`src/rtl/token_pm_divider_unit_param.sv`:
```
// token_pm_divider_unit_param
// Accepts a token-exchange request, divides dividend by divisor with an
// iterative restoring divider (one quotient bit per cycle, MSB first),
// applies the signed, saturated quotient to the local token count and emits
// a token packet that is held until the NoC accepts it.
//
// Ports:
//   clock, rst                  clock, synchronous active-high reset
//   req_valid / req_ready       request handshake
//   dividend, divisor, sign     division operands, 1 = tokens gained
//   zerozero                    delta used when dividend == divisor == 0
//   pkt_addr_in, token_counter  destination address, current token count
//   tokens_next, token_update   updated count, one-cycle commit pulse
//   token_delta                 registered applied delta
//   packet_out*                 packet valid/ready, address, payload
//   busy                        high while a request is in flight
//
// state | meaning
// IDLE  | ready for a request
// DIV   | iterating the restoring divider
// RESP  | packet presented, waiting for packet_out_ready
module token_pm_divider_unit_param #(
  parameter int DIVIDEND_W = 13,
  parameter int DIVISOR_W  = 7,
  parameter int QUOT_W     = 6,
  parameter int TOKEN_W    = 7,
  parameter int ADDR_W     = 5,
  parameter int PKT_W      = 32
) (
  input  logic                  clock,
  input  logic                  rst,
  input  logic                  req_valid,
  output logic                  req_ready,
  input  logic [DIVIDEND_W-1:0] dividend,
  input  logic [DIVISOR_W-1:0]  divisor,
  input  logic                  sign,
  input  logic [TOKEN_W-1:0]    zerozero,
  input  logic [ADDR_W-1:0]     pkt_addr_in,
  input  logic [TOKEN_W-1:0]    token_counter,
  output logic [TOKEN_W-1:0]    tokens_next,
  output logic [TOKEN_W-1:0]    token_delta,
  output logic                  token_update,
  output logic                  packet_out,
  input  logic                  packet_out_ready,
  output logic [ADDR_W-1:0]     packet_out_addr,
  output logic [PKT_W-1:0]      packet_out_val,
  output logic                  busy
);

  localparam int CNT_W = (DIVIDEND_W > 1) ? $clog2(DIVIDEND_W) : 1;
  // Partial remainder (DIVISOR_W+1 bits) sits above the dividend; quotient
  // bits are shifted into the freed low end as the dividend shifts out.
  localparam int RD_W  = DIVISOR_W + 1 + DIVIDEND_W;

  typedef enum logic [1:0] {IDLE = 2'd0, DIV = 2'd1, RESP = 2'd2} state_t;
  state_t state, state_nxt;

  logic [RD_W-1:0]       rd_r, rd_sh, rd_nxt;
  logic [DIVISOR_W:0]    part, part_sub;
  logic                  q_bit;
  logic [DIVISOR_W-1:0]  dsr_r;
  logic [CNT_W-1:0]      cnt_r;
  logic                  sign_r, first_r;
  logic [ADDR_W-1:0]     addr_r;
  logic [TOKEN_W-1:0]    base_r, delta_r, sum_r;

  logic                  accept, zero_path, div_done, load_result, sign_sel;
  logic [DIVIDEND_W-1:0] quo_full;
  logic [QUOT_W-1:0]     q_sat, q_sel;
  logic [TOKEN_W-1:0]    q_ext, delta_nxt, base_sel, sum_sat, neg_delta;
  logic [TOKEN_W:0]      sum_wide;

  // One restoring-division step
  always_comb begin
    rd_sh    = rd_r << 1;
    part     = rd_sh[RD_W-1:DIVIDEND_W];
    q_bit    = (part >= {1'b0, dsr_r});
    part_sub = part - {1'b0, dsr_r};
    rd_nxt   = {(q_bit ? part_sub : part),
                rd_sh[DIVIDEND_W-1:0] | DIVIDEND_W'(q_bit)};
    quo_full = rd_nxt[DIVIDEND_W-1:0];
    q_sat    = (|(quo_full >> QUOT_W)) ? '1 : quo_full[QUOT_W-1:0];
  end

  // Result path: in IDLE it serves the zero-divisor shortcuts straight from
  // the inputs, in DIV it serves the final divide step from captured values.
  always_comb begin
    accept      = req_valid && req_ready;
    zero_path   = (divisor == '0);
    div_done    = (state == DIV) && (cnt_r == '0);
    load_result = (accept && zero_path) || div_done;
    q_sel       = (state == IDLE) ? '1 : q_sat;
    q_ext       = TOKEN_W'(q_sel);
    sign_sel    = (state == IDLE) ? sign : sign_r;
    if ((state == IDLE) && (dividend == '0) && (divisor == '0))
      delta_nxt = zerozero;
    else
      delta_nxt = sign_sel ? q_ext : -q_ext;
    base_sel = (state == IDLE) ? token_counter : base_r;
    sum_wide = {base_sel[TOKEN_W-1], base_sel} + {delta_nxt[TOKEN_W-1], delta_nxt};
    if (sum_wide[TOKEN_W] != sum_wide[TOKEN_W-1])
      sum_sat = sum_wide[TOKEN_W] ? {1'b1, {(TOKEN_W-1){1'b0}}}
                                  : {1'b0, {(TOKEN_W-1){1'b1}}};
    else
      sum_sat = sum_wide[TOKEN_W-1:0];
  end

  always_ff @(posedge clock) begin
    if (rst) state <= IDLE;
    else     state <= state_nxt;
  end

  always_comb begin
    state_nxt    = state;
    req_ready    = 1'b0;
    busy         = 1'b0;
    packet_out   = 1'b0;
    token_update = 1'b0;
    case (state)
      IDLE: begin
        req_ready = 1'b1;
        if (req_valid) state_nxt = zero_path ? RESP : DIV;
      end
      DIV: begin
        busy = 1'b1;
        if (cnt_r == '0) state_nxt = RESP;
      end
      RESP: begin
        busy         = 1'b1;
        packet_out   = 1'b1;
        token_update = first_r;
        if (packet_out_ready) state_nxt = IDLE;
      end
      default: state_nxt = IDLE;
    endcase
  end

  always_ff @(posedge clock) begin
    if (rst) begin
      rd_r    <= '0;
      dsr_r   <= '0;
      cnt_r   <= '0;
      sign_r  <= 1'b0;
      first_r <= 1'b0;
      addr_r  <= '0;
      base_r  <= '0;
      delta_r <= '0;
      sum_r   <= '0;
    end else begin
      first_r <= load_result;
      if (accept) begin
        rd_r   <= RD_W'(dividend);
        dsr_r  <= divisor;
        sign_r <= sign;
        addr_r <= pkt_addr_in;
        base_r <= token_counter;
        cnt_r  <= CNT_W'(DIVIDEND_W - 1);
      end else if (state == DIV) begin
        rd_r  <= rd_nxt;
        cnt_r <= cnt_r - CNT_W'(1);
      end
      if (load_result) begin
        delta_r <= delta_nxt;
        sum_r   <= sum_sat;
      end
    end
  end

  // Payload carries the delta as seen by the receiving node (negated).
  assign neg_delta       = -delta_r;
  assign packet_out_val  = PKT_W'(neg_delta);
  assign packet_out_addr = addr_r;
  assign token_delta     = delta_r;
  assign tokens_next     = token_update ? sum_r : token_counter;

endmodule

```
`config.mk`:
```
export PLATFORM = sky130hd
export DESIGN_NAME = token_pm_divider_unit_param
export DESIGN_NICKNAME = d
export VERILOG_FILES = /design/src/rtl/token_pm_divider_unit_param.sv
export SDC_FILE = /design/constraint.sdc
export NUM_CORES = 1
export LEC_CHECK = 0
export ABC_CLOCK_PERIOD_IN_PS = 4410
export CORE_ASPECT_RATIO = 0.75
export CORE_MARGIN = 2
export CORE_UTILIZATION = 40
export CTS_BUF_LIST = sky130_fd_sc_hd__clkbuf_4 sky130_fd_sc_hd__clkbuf_8
export DETAILED_ROUTE_END_ITERATION = 10
export GPL_ROUTABILITY_DRIVEN = 0
export PLACE_DENSITY = 0.79
export SLEW_MARGIN = 20
export SYNTH_ARGS = -nofsm -noshare
export SYNTH_HDL_FRONTEND = slang
export SYNTH_SLANG_ARGS = --single-unit
```
`constraint.sdc`:
```
create_clock -name clock -period 4.41 [get_ports clock]
set_input_delay 0.6615 -clock clock [delete_from_list [all_inputs] [get_ports clock]]
set_output_delay 0.6615 -clock clock [all_outputs]
set_load 0.01 [all_outputs]
```
After elaboration in Yosys (flattened, before gate mapping)
Index checks and enable logic that the tools add are counted.
Cells by class
  $add $sub $neg: 5
  $lt $le $gt $ge: 1
  eq/ne operators: 6
  mux-type cells: 23
  bitwise operators: 1
  reduce and logical (&&, ||, !) cells: 15
Operator list (count)
  7-bit 2-to-1 mux: 7
  13-bit 2-to-1 mux: 2
  13-bit logical NOT: 1
  13-bit by 1-bit OR with 13-bit output: 1
  6-bit 2-to-1 mux: 2
  7-bit by 7-bit adder with 8-bit output: 1
  8-bit by 7-bit greater-or-equal comparator with 1-bit output: 1
  2-bit 2-to-1 mux: 4
  4-bit 2-to-1 mux: 2
  7-bit logical NOT: 1
  6-bit negator with 7-bit output: 1
  7-bit negator: 1
  7-bit OR reduction: 1
  7-bit subtractor: 1
  2-bit one-hot mux with 3 select lines: 1
  1-bit logical AND: 5
  1-bit 2-to-1 mux: 5
  4-bit logical NOT: 1
  2-bit != test, second input constant: 2
  2-bit OR reduction: 2
  4-bit by 1-bit subtractor with 4-bit output, second input constant: 1
  3-bit AND reduction: 1
  2-bit by 1-bit == test with 1-bit output, second input constant: 1
  2-bit == test, second input constant: 1
  other kinds (5): 5
Storage, ports and cells
  register bits after elaboration: 61
  output and inout bits: 55

Depth between registers and ports, before layout
Gate-level depths: netlist of run 1.
  word-level depth: 11
  depth in mapped cells: 20
  depth with buffers taken out: 19

Least setup slack after synthesis of run 1
OpenSTA, ideal clock, no wires.
  path kind: reg-to-reg
  start: register rd_r[12]
  end: register sum_r[5]
  library setup time: 142 ps
  data arrival time: 4070 ps
  required time: 4268 ps
  path slack: 198 ps
  cell stages (with the launch flop): 20
  path buffers: 1
  path through: dfxtp_1 > inv_1 > ha_1 > fa_1 > nand2b_1 > a211oi_1 > or3_1 > clkbuf_1 > nor2_1 > ha_1 > nor2_1 > a211oi_1 > a21o_1 > ha_1 > a211oi_1 > nor2_1 > o31a_1 > o311a_1 > nor3_1 > a211oi_1
On the way
  cells in the longest elaborated chain, start to end: 10
  elaborated cells on any way between the ends: 11
RTL lines
  start, declared: RTL line 58  | logic [RD_W-1:0] rd_r, rd_sh, rd_nxt;
  start signal, assigned: RTL line 152  | rd_r <= RD_W'(dividend);
  start signal, assigned: RTL line 159  | rd_r <= rd_nxt;
  8-bit by 7-bit greater-or-equal comparator with 1-bit output (*): RTL line 77  | q_bit = (part >= {1'b0, dsr_r});
  13-bit by 1-bit OR with 13-bit output (*): RTL line 80  | rd_sh[DIVIDEND_W-1:0] | DIVIDEND_W'(q_bit)};
  6-bit 2-to-1 mux (*): RTL line 82  | q_sat = (|(quo_full >> QUOT_W)) ? '1 : quo_full[QUOT_W-1:0];
  6-bit 2-to-1 mux (*): RTL line 92  | q_sel = (state == IDLE) ? '1 : q_sat;
  6-bit negator with 7-bit output (*): RTL line 98  | delta_nxt = sign_sel ? q_ext : -q_ext;
  7-bit 2-to-1 mux (*): RTL line 98
  7-bit 2-to-1 mux (*): RTL line 95  | if ((state == IDLE) && (dividend == '0) && (divisor == '0))
  via delta_nxt[1]: RTL line 70  | logic [TOKEN_W-1:0] q_ext, delta_nxt, base_sel, sum_sat, neg_delta;
  7-bit by 7-bit adder with 8-bit output (*): RTL line 100  | sum_wide = {base_sel[TOKEN_W-1], base_sel} + {delta_nxt[TOKEN_W-1], delta_nxt};
  7-bit 2-to-1 mux or 1-bit != test (tied branches): RTL line 102, 101
  7-bit 2-to-1 mux (*): RTL line 101  | if (sum_wide[TOKEN_W] != sum_wide[TOKEN_W-1])
  end signal, assigned: RTL line 164  | sum_r <= sum_sat;
  end, declared: RTL line 65  | logic [TOKEN_W-1:0] base_r, delta_r, sum_r;
The timed path passes the listed nets; every way through them passes the cells marked *.
A chain may end at the register's enable or synchronous reset.

Final worst setup path of run 1
  start: register state[0]
  end: register sum_r[5]
On the way
  cells in the longest elaborated chain, start to end: 8
  elaborated cells on any way between the ends: 19
RTL lines
  start, declared: RTL line 56  | state_t state, state_nxt;
  start signal, assigned: RTL line 110  | else state <= state_nxt;
  2-bit logical NOT (*): RTL line 92, 94, 95
  6-bit 2-to-1 mux: RTL line 92
  6-bit negator with 7-bit output: RTL line 98
  7-bit 2-to-1 mux: RTL line 98
  7-bit 2-to-1 mux (*): RTL line 95
  via delta_nxt[1]: RTL line 70
  7-bit by 7-bit adder with 8-bit output (*): RTL line 100
  7-bit 2-to-1 mux or 1-bit != test (tied branches): RTL line 102, 101
  7-bit 2-to-1 mux (*): RTL line 101
Marks and branches as above.

==> results_dict.tcl, run 1 <==
set metrics [dict create \
    yosysUniqueCellTypes 52 \
    postSynthRegisterBits 61 \
    run_status "completed" \
    synth.cell_area_sq_um 3800 \
    final_cycle_share_pct 94.3 \
    synth-main-ff-cell "sky130_fd_sc_hd__dfxtp_1" \
    antennaDiodeCount 0 \
    clockRootBuffer "sky130_fd_sc_hd__clkbuf_8" \
    max-clock-path-buffers 2 \
    grt_first_pass_wirelength_mm 17.3 \
    detail_route.vias_per_cell 5.40 \
    hold_buffers 0 \
    cts_tree "done" \
    gr-usage-all-layers_pct 21.9 \
    holdCritStartpoint "packet_out_addr[4]" \
    die_x_um 117 \
    first_global_vias 3397 \
    grt_setup_unrepaired "false" \
    ratio_of_cells_with_drive_above_1_in_the_final_layout_pct 10.8 \
    hold_viol 0 \
    timing.critical_path.max_delay_family "simple AND/OR/NAND/NOR gates" \
    postLayoutSetupSlackWorst_ps 252 \
    initial_antenna_violation_count 0 \
    finalNetCount 616 \
    worstPathBufferInverterCount 1 \
    area.growth.synth_to_final_pct 27.1 \
    routed-via-count 3688 \
    post-route-cell-area_sq_um 4830 \
    io_buffers 73 \
    regToRegStartpoint "state[0]" \
    grt_start_max_net_pins 55 \
    cts_htree_levels 3 \
    placedInstanceArea_sq_um 4560 \
    maxClockFrequency_mhz 241 \
    postSynth.asyncResetShare_pct 0 \
    synth_area_per_cell_sq_um 7.94 \
    cts.reportedPaths.clkPinSlew_ps 70 \
    dieHeight_um 88.4 \
    tritoncts_num_sinks 61 \
    p_leak_uw 0.00186 \
    commonest_non_fill_non_tap_cell_in_the_layout "sky130_fd_sc_hd__clkdlybuf4s50_1" \
    worst_path_max_delay_cell "sky130_fd_sc_hd__or4_4" \
    timing.critical_path.from_type "flip-flop" \
    cts_buffer_count 9 \
    critical_path.startpoint "state[0]" \
    die-area_sq_um 10300 \
    grt_overflow_total 0 \
    coreArea_sq_um 9160 \
    std_cell_rows 30 \
    clk_latency_ps 350 \
    worstMarginPinSlew_ps 1020 \
    synth_enable_flop_cells 0 \
    crit_path_frequent_cell "sky130_fd_sc_hd__ha_1" \
    synth-seq-area-share_pct 32.1 \
    crit_path_max_incr_delay_ps 460 \
    final_antenna_net_count 0 \
    drv_slew 0 \
    post_synth_inst_count 479 \
    critical_path_required_ps 4600 \
    dr.pass1.iters 6 \
    critPathMaxFanout 6 \
    timing.max_slew.rel_slack_pct 32.3 \
    hpwl_mm 7.67 \
    mostFrequentLayoutCells "72 x sky130_fd_sc_hd__clkdlybuf4s50_1, 71 x sky130_fd_sc_hd__nand2_1, 61 x sky130_fd_sc_hd__dfxtp_1" \
    setup_viol 0 \
    powerDensity_nw_per_um2 771 \
    start_util_pct 41.5 \
    drt-initial-drc-count 442 \
    clock-skew-final_ps 5.87 \
    critPathKind "flip-flop to flip-flop" \
    critical_path.cell_chain "inv_1 -> ha_1 -> or4_4 -> or2_2 -> nor2_2 -> ha_1 -> nor2_1 -> a211oi_2 -> a21o_1 -> ha_1 -> a211oi_1 -> nor2_1 -> o31a_1 -> o311a_1 -> nor3_4 -> a211oi_1" \
    yosysWarnings 0 \
    hold_path_class "flip-flop to flip-flop" \
    critPathCaptureType "flip-flop" \
    arrival_time_of_data_at_the_critical_path_endpoint_ps 4350 \
    drc 0 \
    max_cap_viols 0 \
    num_io_pins 99 \
    detailedPlace.worstSlack_ps -102 \
    postRouteWirelength_mm 10.8 \
    final_util_pct 52.8 \
    worst_ir_drop_vdd_mv 0.249 \
    final.min_clock_period_ps 4160 \
    wl_per_cell_um 15.8 \
]
==> where the power goes <==
group / switching (uW) / leakage (uW) / internal [uW]
Sequential: 125 / 0.000500 / 703
Clock: 220 / 0.000106 / 278
Combinational: 1340 / 0.00126 / 1060
Total: 1680 / 0.00186 / 2040
==> cell type report <==
type                    instances  area [sq um]
inverters                      22          82.6
well taps                     128           160
repair buffers                 83           801
clock buffers                  11           145
fillers                       887          4330
multi-input cells             373          2370
clock inverters                 5          50.0
flip-flops and latches         61          1220
==> per-layer routing <==
metal	part of all wire (%)	global-route usage, %	routed length [um]	up-vias
li1	-	-	-	1785
met1	45	29.8	4860	1701
met2	45	33.8	4860	176
met3	8.2	6.03	885	26
met4	1.9	6.84	201	0
met5	0	0	0	-
==> state kept, by name, indices dropped and copies added, names as in the netlist <==
| name | count |
|---|---|
| state | 2 |
| cnt_r | 4 |
| sign_r | 1 |
| sum_r | 7 |
| base_r | 7 |
| rd_r | 20 |
| first_r | 1 |
| token_delta | 7 |
| packet_out_addr | 5 |
| dsr_r | 7 |
==> Yosys cell counts, types with 3 or more instances <==
| cell type | instances | area, sq um |
|---|---|---|
| sky130_fd_sc_hd__nand4_1 | 3 | 18.8 |
| sky130_fd_sc_hd__buf_1 | 5 | 18.8 |
| sky130_fd_sc_hd__nor2_1 | 53 | 199 |
| sky130_fd_sc_hd__nand3_1 | 6 | 30.0 |
| sky130_fd_sc_hd__mux2i_1 | 12 | 120 |
| sky130_fd_sc_hd__o211ai_1 | 4 | 30.0 |
| sky130_fd_sc_hd__nand2_1 | 71 | 267 |
| sky130_fd_sc_hd__o21a_1 | 5 | 37.5 |
| sky130_fd_sc_hd__ha_1 | 20 | 250 |
| sky130_fd_sc_hd__nor3_1 | 15 | 75.1 |
| sky130_fd_sc_hd__clkbuf_1 | 16 | 60.1 |
| sky130_fd_sc_hd__a21o_1 | 3 | 22.5 |
| sky130_fd_sc_hd__a211oi_1 | 23 | 173 |
| sky130_fd_sc_hd__nor2b_1 | 3 | 18.8 |
| sky130_fd_sc_hd__xnor2_1 | 5 | 43.8 |
| sky130_fd_sc_hd__dfxtp_1 | 61 | 1220 |
| sky130_fd_sc_hd__a31oi_1 | 4 | 25.0 |
| sky130_fd_sc_hd__mux2_2 | 16 | 180 |
| sky130_fd_sc_hd__o21ai_0 | 10 | 50.1 |
| sky130_fd_sc_hd__xor2_1 | 7 | 61.3 |
| sky130_fd_sc_hd__nand2b_1 | 5 | 31.3 |
| sky130_fd_sc_hd__a21oi_1 | 40 | 200 |
| sky130_fd_sc_hd__nor4_1 | 5 | 31.3 |
| sky130_fd_sc_hd__inv_1 | 21 | 78.8 |
| sky130_fd_sc_hd__buf_4 | 26 | 195 |
| sky130_fd_sc_hd__a311oi_1 | 5 | 43.8 |
==> through the flow <==
step | instances | setup TNS [ps] | hold slack, ps | power, uW
floorplan | 503 | 0 | 434 | 2350
global placement | 665 | 0 | 440 | 2990
detailed placement | 665 | -459 | 445 | 3050
CTS | 681 | 0 | 454 | 3590
global route | 683 | 0 | 475 | 3990
finish | 683 | 0 | 453 | 3720
==> timing repair <==
action | CTS | global route
buffers inserted | 0 | 2
setup endpoints to repair | 6 | 6
pin swaps | 0 | 2
resized for setup | 2 | 9
hold endpoints to repair | 0 | 0
==> worst register-to-register path, delay by kind of cell, from the launching register on <==
kind | cells | cell delay, ps
simple gates | 6 | 1470
compound gates | 6 | 1280
fa+ha+maj | 3 | 830
flops | 1 | 360
buf+inv | 1 | 80
==> path summary, 6_finish.rpt <==
path,endpoint,slack (ps),cells after the start
max,sum_r[5],250,16
min,packet_out_addr[4],450,2
max reg2reg,sum_r[5],250,16
min reg2reg,packet_out_addr[4],450,2
==> cell families (layout without fill, tap and decap cells) <==
kind of cell / count (synthesis) / count (layout) / share of synthesized area [%]
AO/OA/AOI/OAI: 111 / 111 / 19.4
XOR/XNOR: 12 / 12 / 2.76
adder cells (fa/ha/maj): 22 / 22 / 7.64
buffers and inverters: 69 / 121 / 9.38
flip-flops: 61 / 61 / 32.1
multiplexers: 28 / 28 / 7.90
other: 1 / 25 / 0.0987
AND/OR/NAND/NOR: 175 / 175 / 20.7
Power figures use the tool's default switching activity.
==> inputs of run 2 (changes only) <==
Settings changed: PLACE_DENSITY 0.79 to 0.76.
==> run 2 against run 1 <==
  * Combinational power is 2% lower
  * Die area stayed put
  * Flip-flop and latch count stayed put
  * Design area is 0.65% lower
  * Utilization is 0.34 points lower
  * Non-clock buffer count is 1 higher
  * Count of clock-buffer cells in the layout is 1 higher
  * Via count is 1.0% lower
  * Sequential share of layout area is 0.16 points higher
  * First-iteration DRC count is 31% lower
  * Power is 2.7% lower
==> results_dict.tcl, run 2 (synthesized netlist as in run 1, its figures left out) <==
set metrics [dict create \
    run_status "completed" \
    dieHeight_um 88.4 \
    drt-initial-drc-count 303 \
    regToRegStartpoint "rd_r[12]" \
    worst_path_max_delay_cell "sky130_fd_sc_hd__fa_1" \
    antennaDiodeCount 0 \
    timing.critical_path.from_type "flip-flop" \
    coreArea_sq_um 9160 \
    whs_endpoint "sign_r" \
    wl_per_cell_um 15.6 \
    die-area_sq_um 10300 \
    fin_setup_tns_ps 0 \
    clock-skew-final_ps 8.07 \
    cts_htree_levels 3 \
    n_fill_cell 899 \
    critPathMaxFanout 6 \
    crit_path_max_incr_delay_ps 390 \
    clockRootBuffer "sky130_fd_sc_hd__clkbuf_8" \
    routed-via-count 3651 \
    drv_slew 0 \
    critPathKind "flip-flop to flip-flop" \
    hold_buffers 0 \
    io_buffers 73 \
    grt_overflow_total 0 \
    commonest_non_fill_non_tap_cell_in_the_layout "sky130_fd_sc_hd__clkdlybuf4s50_1" \
    final_cycle_share_pct 95.9 \
    worstMarginPinSlew_ps 604 \
    finalNetCount 617 \
    cts_buffer_count 9 \
    detail_route.vias_per_cell 5.35 \
    grt_start_max_net_pins 55 \
    timing.reg2reg.setup_slack_ps 180 \
    ratio_of_cells_with_drive_above_1_in_the_final_layout_pct 10.6 \
    max_reg_flops 20 \
    powerDensity_nw_per_um2 755 \
    timing.max_slew.rel_slack_pct 59.4 \
    cts_tree "done" \
    dr.pass1.iters 6 \
    final.min_clock_period_ps 4230 \
    grt_setup_unrepaired "false" \
    min_path_cells 2 \
    num_io_pins 99 \
    final_antenna_net_count 0 \
    worst_ir_drop_vdd_mv 0.262 \
    reg2reg_to "sum_r[5]" \
    mostFrequentLayoutCells "72 x sky130_fd_sc_hd__clkdlybuf4s50_1, 71 x sky130_fd_sc_hd__nand2_1, 61 x sky130_fd_sc_hd__dfxtp_1" \
    register_ranked_first_by_flip_flop_count "rd_r" \
    gr-usage-all-layers_pct 21.6 \
    arrival_time_of_data_at_the_critical_path_endpoint_ps 4440 \
    reg2regPathDepth 19 \
    p_leak_uw 0.00185 \
    std_cell_rows 30 \
    grt_first_pass_wirelength_mm 17.0 \
    hold_viol 0 \
    first_global_vias 3403 \
    clk_latency_ps 360 \
    holdCritStartpoint "sign_r" \
    hpwl_mm 7.80 \
    ff_latch_area_sq_um 1220 \
    postRouteWirelength_mm 10.7 \
    area.growth.synth_to_final_pct 26.3 \
    setup_viol 0 \
    critPathCaptureType "flip-flop" \
    drc 0 \
    maxClockFrequency_mhz 236 \
    cts.reportedPaths.clkPinSlew_ps 60 \
    final_hold_slack_ps 454 \
    critical_path.cell_chain "inv_1 -> ha_1 -> fa_1 -> nand2b_1 -> a211oi_2 -> or3_1 -> nor2_1 -> ha_1 -> nor2_1 -> a211oi_2 -> a21o_1 -> ha_1 -> a211oi_1 -> nor2_1 -> o31a_1 -> o311a_1 -> nor3_2 -> buf_4 -> a211oi_1" \
    max-clock-path-buffers 2 \
    initial_antenna_violation_count 0 \
    die_x_um 117 \
    multi_input_area_sq_um 2360 \
    critical_path_required_ps 4630 \
    start_util_pct 41.5 \
    hold_path_class "flip-flop to flip-flop" \
    tritoncts_num_sinks 61 \
    max_cap_viols 0 \
]
run 2: stage by stage:
stage	cell area [sq um]	worst slack, ps	total power [uW]	cells	utilization (%)
2_1_floorplan	3890	198	2350	503	-
3_3_place_gp	4580	260	2990	667	50.0
3_5_place_dp	4580	41.0	3060	667	50.0
4_1_cts	4750	107	3530	681	51.8
5_1_grt	4800	0.398	3890	682	52.4
6_report	4800	181	3620	682	52.4
run 2: worst max path at each step:
| stage | to | cells past startpoint | startpoint | slack [ps] |
|---|---|---|---|---|
| 2_1_floorplan | sum_r[5] | 19 | rd_r[12] | 200 |
| 3_3_place_gp | sum_r[5] | 14 | divisor[3] | 260 |
| 3_5_place_dp | sum_r[5] | 14 | divisor[3] | 40 |
| 4_1_cts | sum_r[5] | 19 | rd_r[12] | 110 |
| 5_1_grt | sum_r[3] | 19 | rd_r[12] | 0.4 |
| 6_report | sum_r[5] | 19 | rd_r[12] | 180 |
run 2: layout make-up:
cell class / instances / area share, %
Inverter: 22 / 1.72
Multi-Input combinational cell: 373 / 49.2
Sequential cell: 61 / 25.4
Timing Repair Buffer: 84 / 16.8
Tap cell: 128 / 3.34
Clock inverter: 2 / 0.208
Clock buffer: 12 / 3.31
run 2: timing repair:
action / 4_1_cts / 5_1_grt
gates resized for setup: 0 / 10
setup endpoints to repair: 0 / 6
endpoints found under the hold margin: 0 / 0
setup buffers: 0 / 1
run 2: per-layer routing:
metal / share of wire, % / track usage, % / vias to the layer above
met4: 2.5 / 8.98 / 0
met1: 48 / 29.2 / 1718
met3: 6.8 / 4.79 / 26
met2: 43 / 33.6 / 133
li1: - / - / 1774
met5: 0 / 0 / -
run 2: critical path, delay by kind of cell (launching register included):
kind | cells | cell delay, ps
AO/OA/AOI/OAI | 7 | 1430
adder cells (fa/ha/maj) | 4 | 1200
buffers and inverters | 2 | 230
flip-flops | 1 | 360
AND/OR/NAND/NOR | 6 | 850
run 2: where the power goes:
group / switching (uW) / internal [uW]
Combinational: 1310 / 1040
Clock: 216 / 232
Sequential: 123 / 703
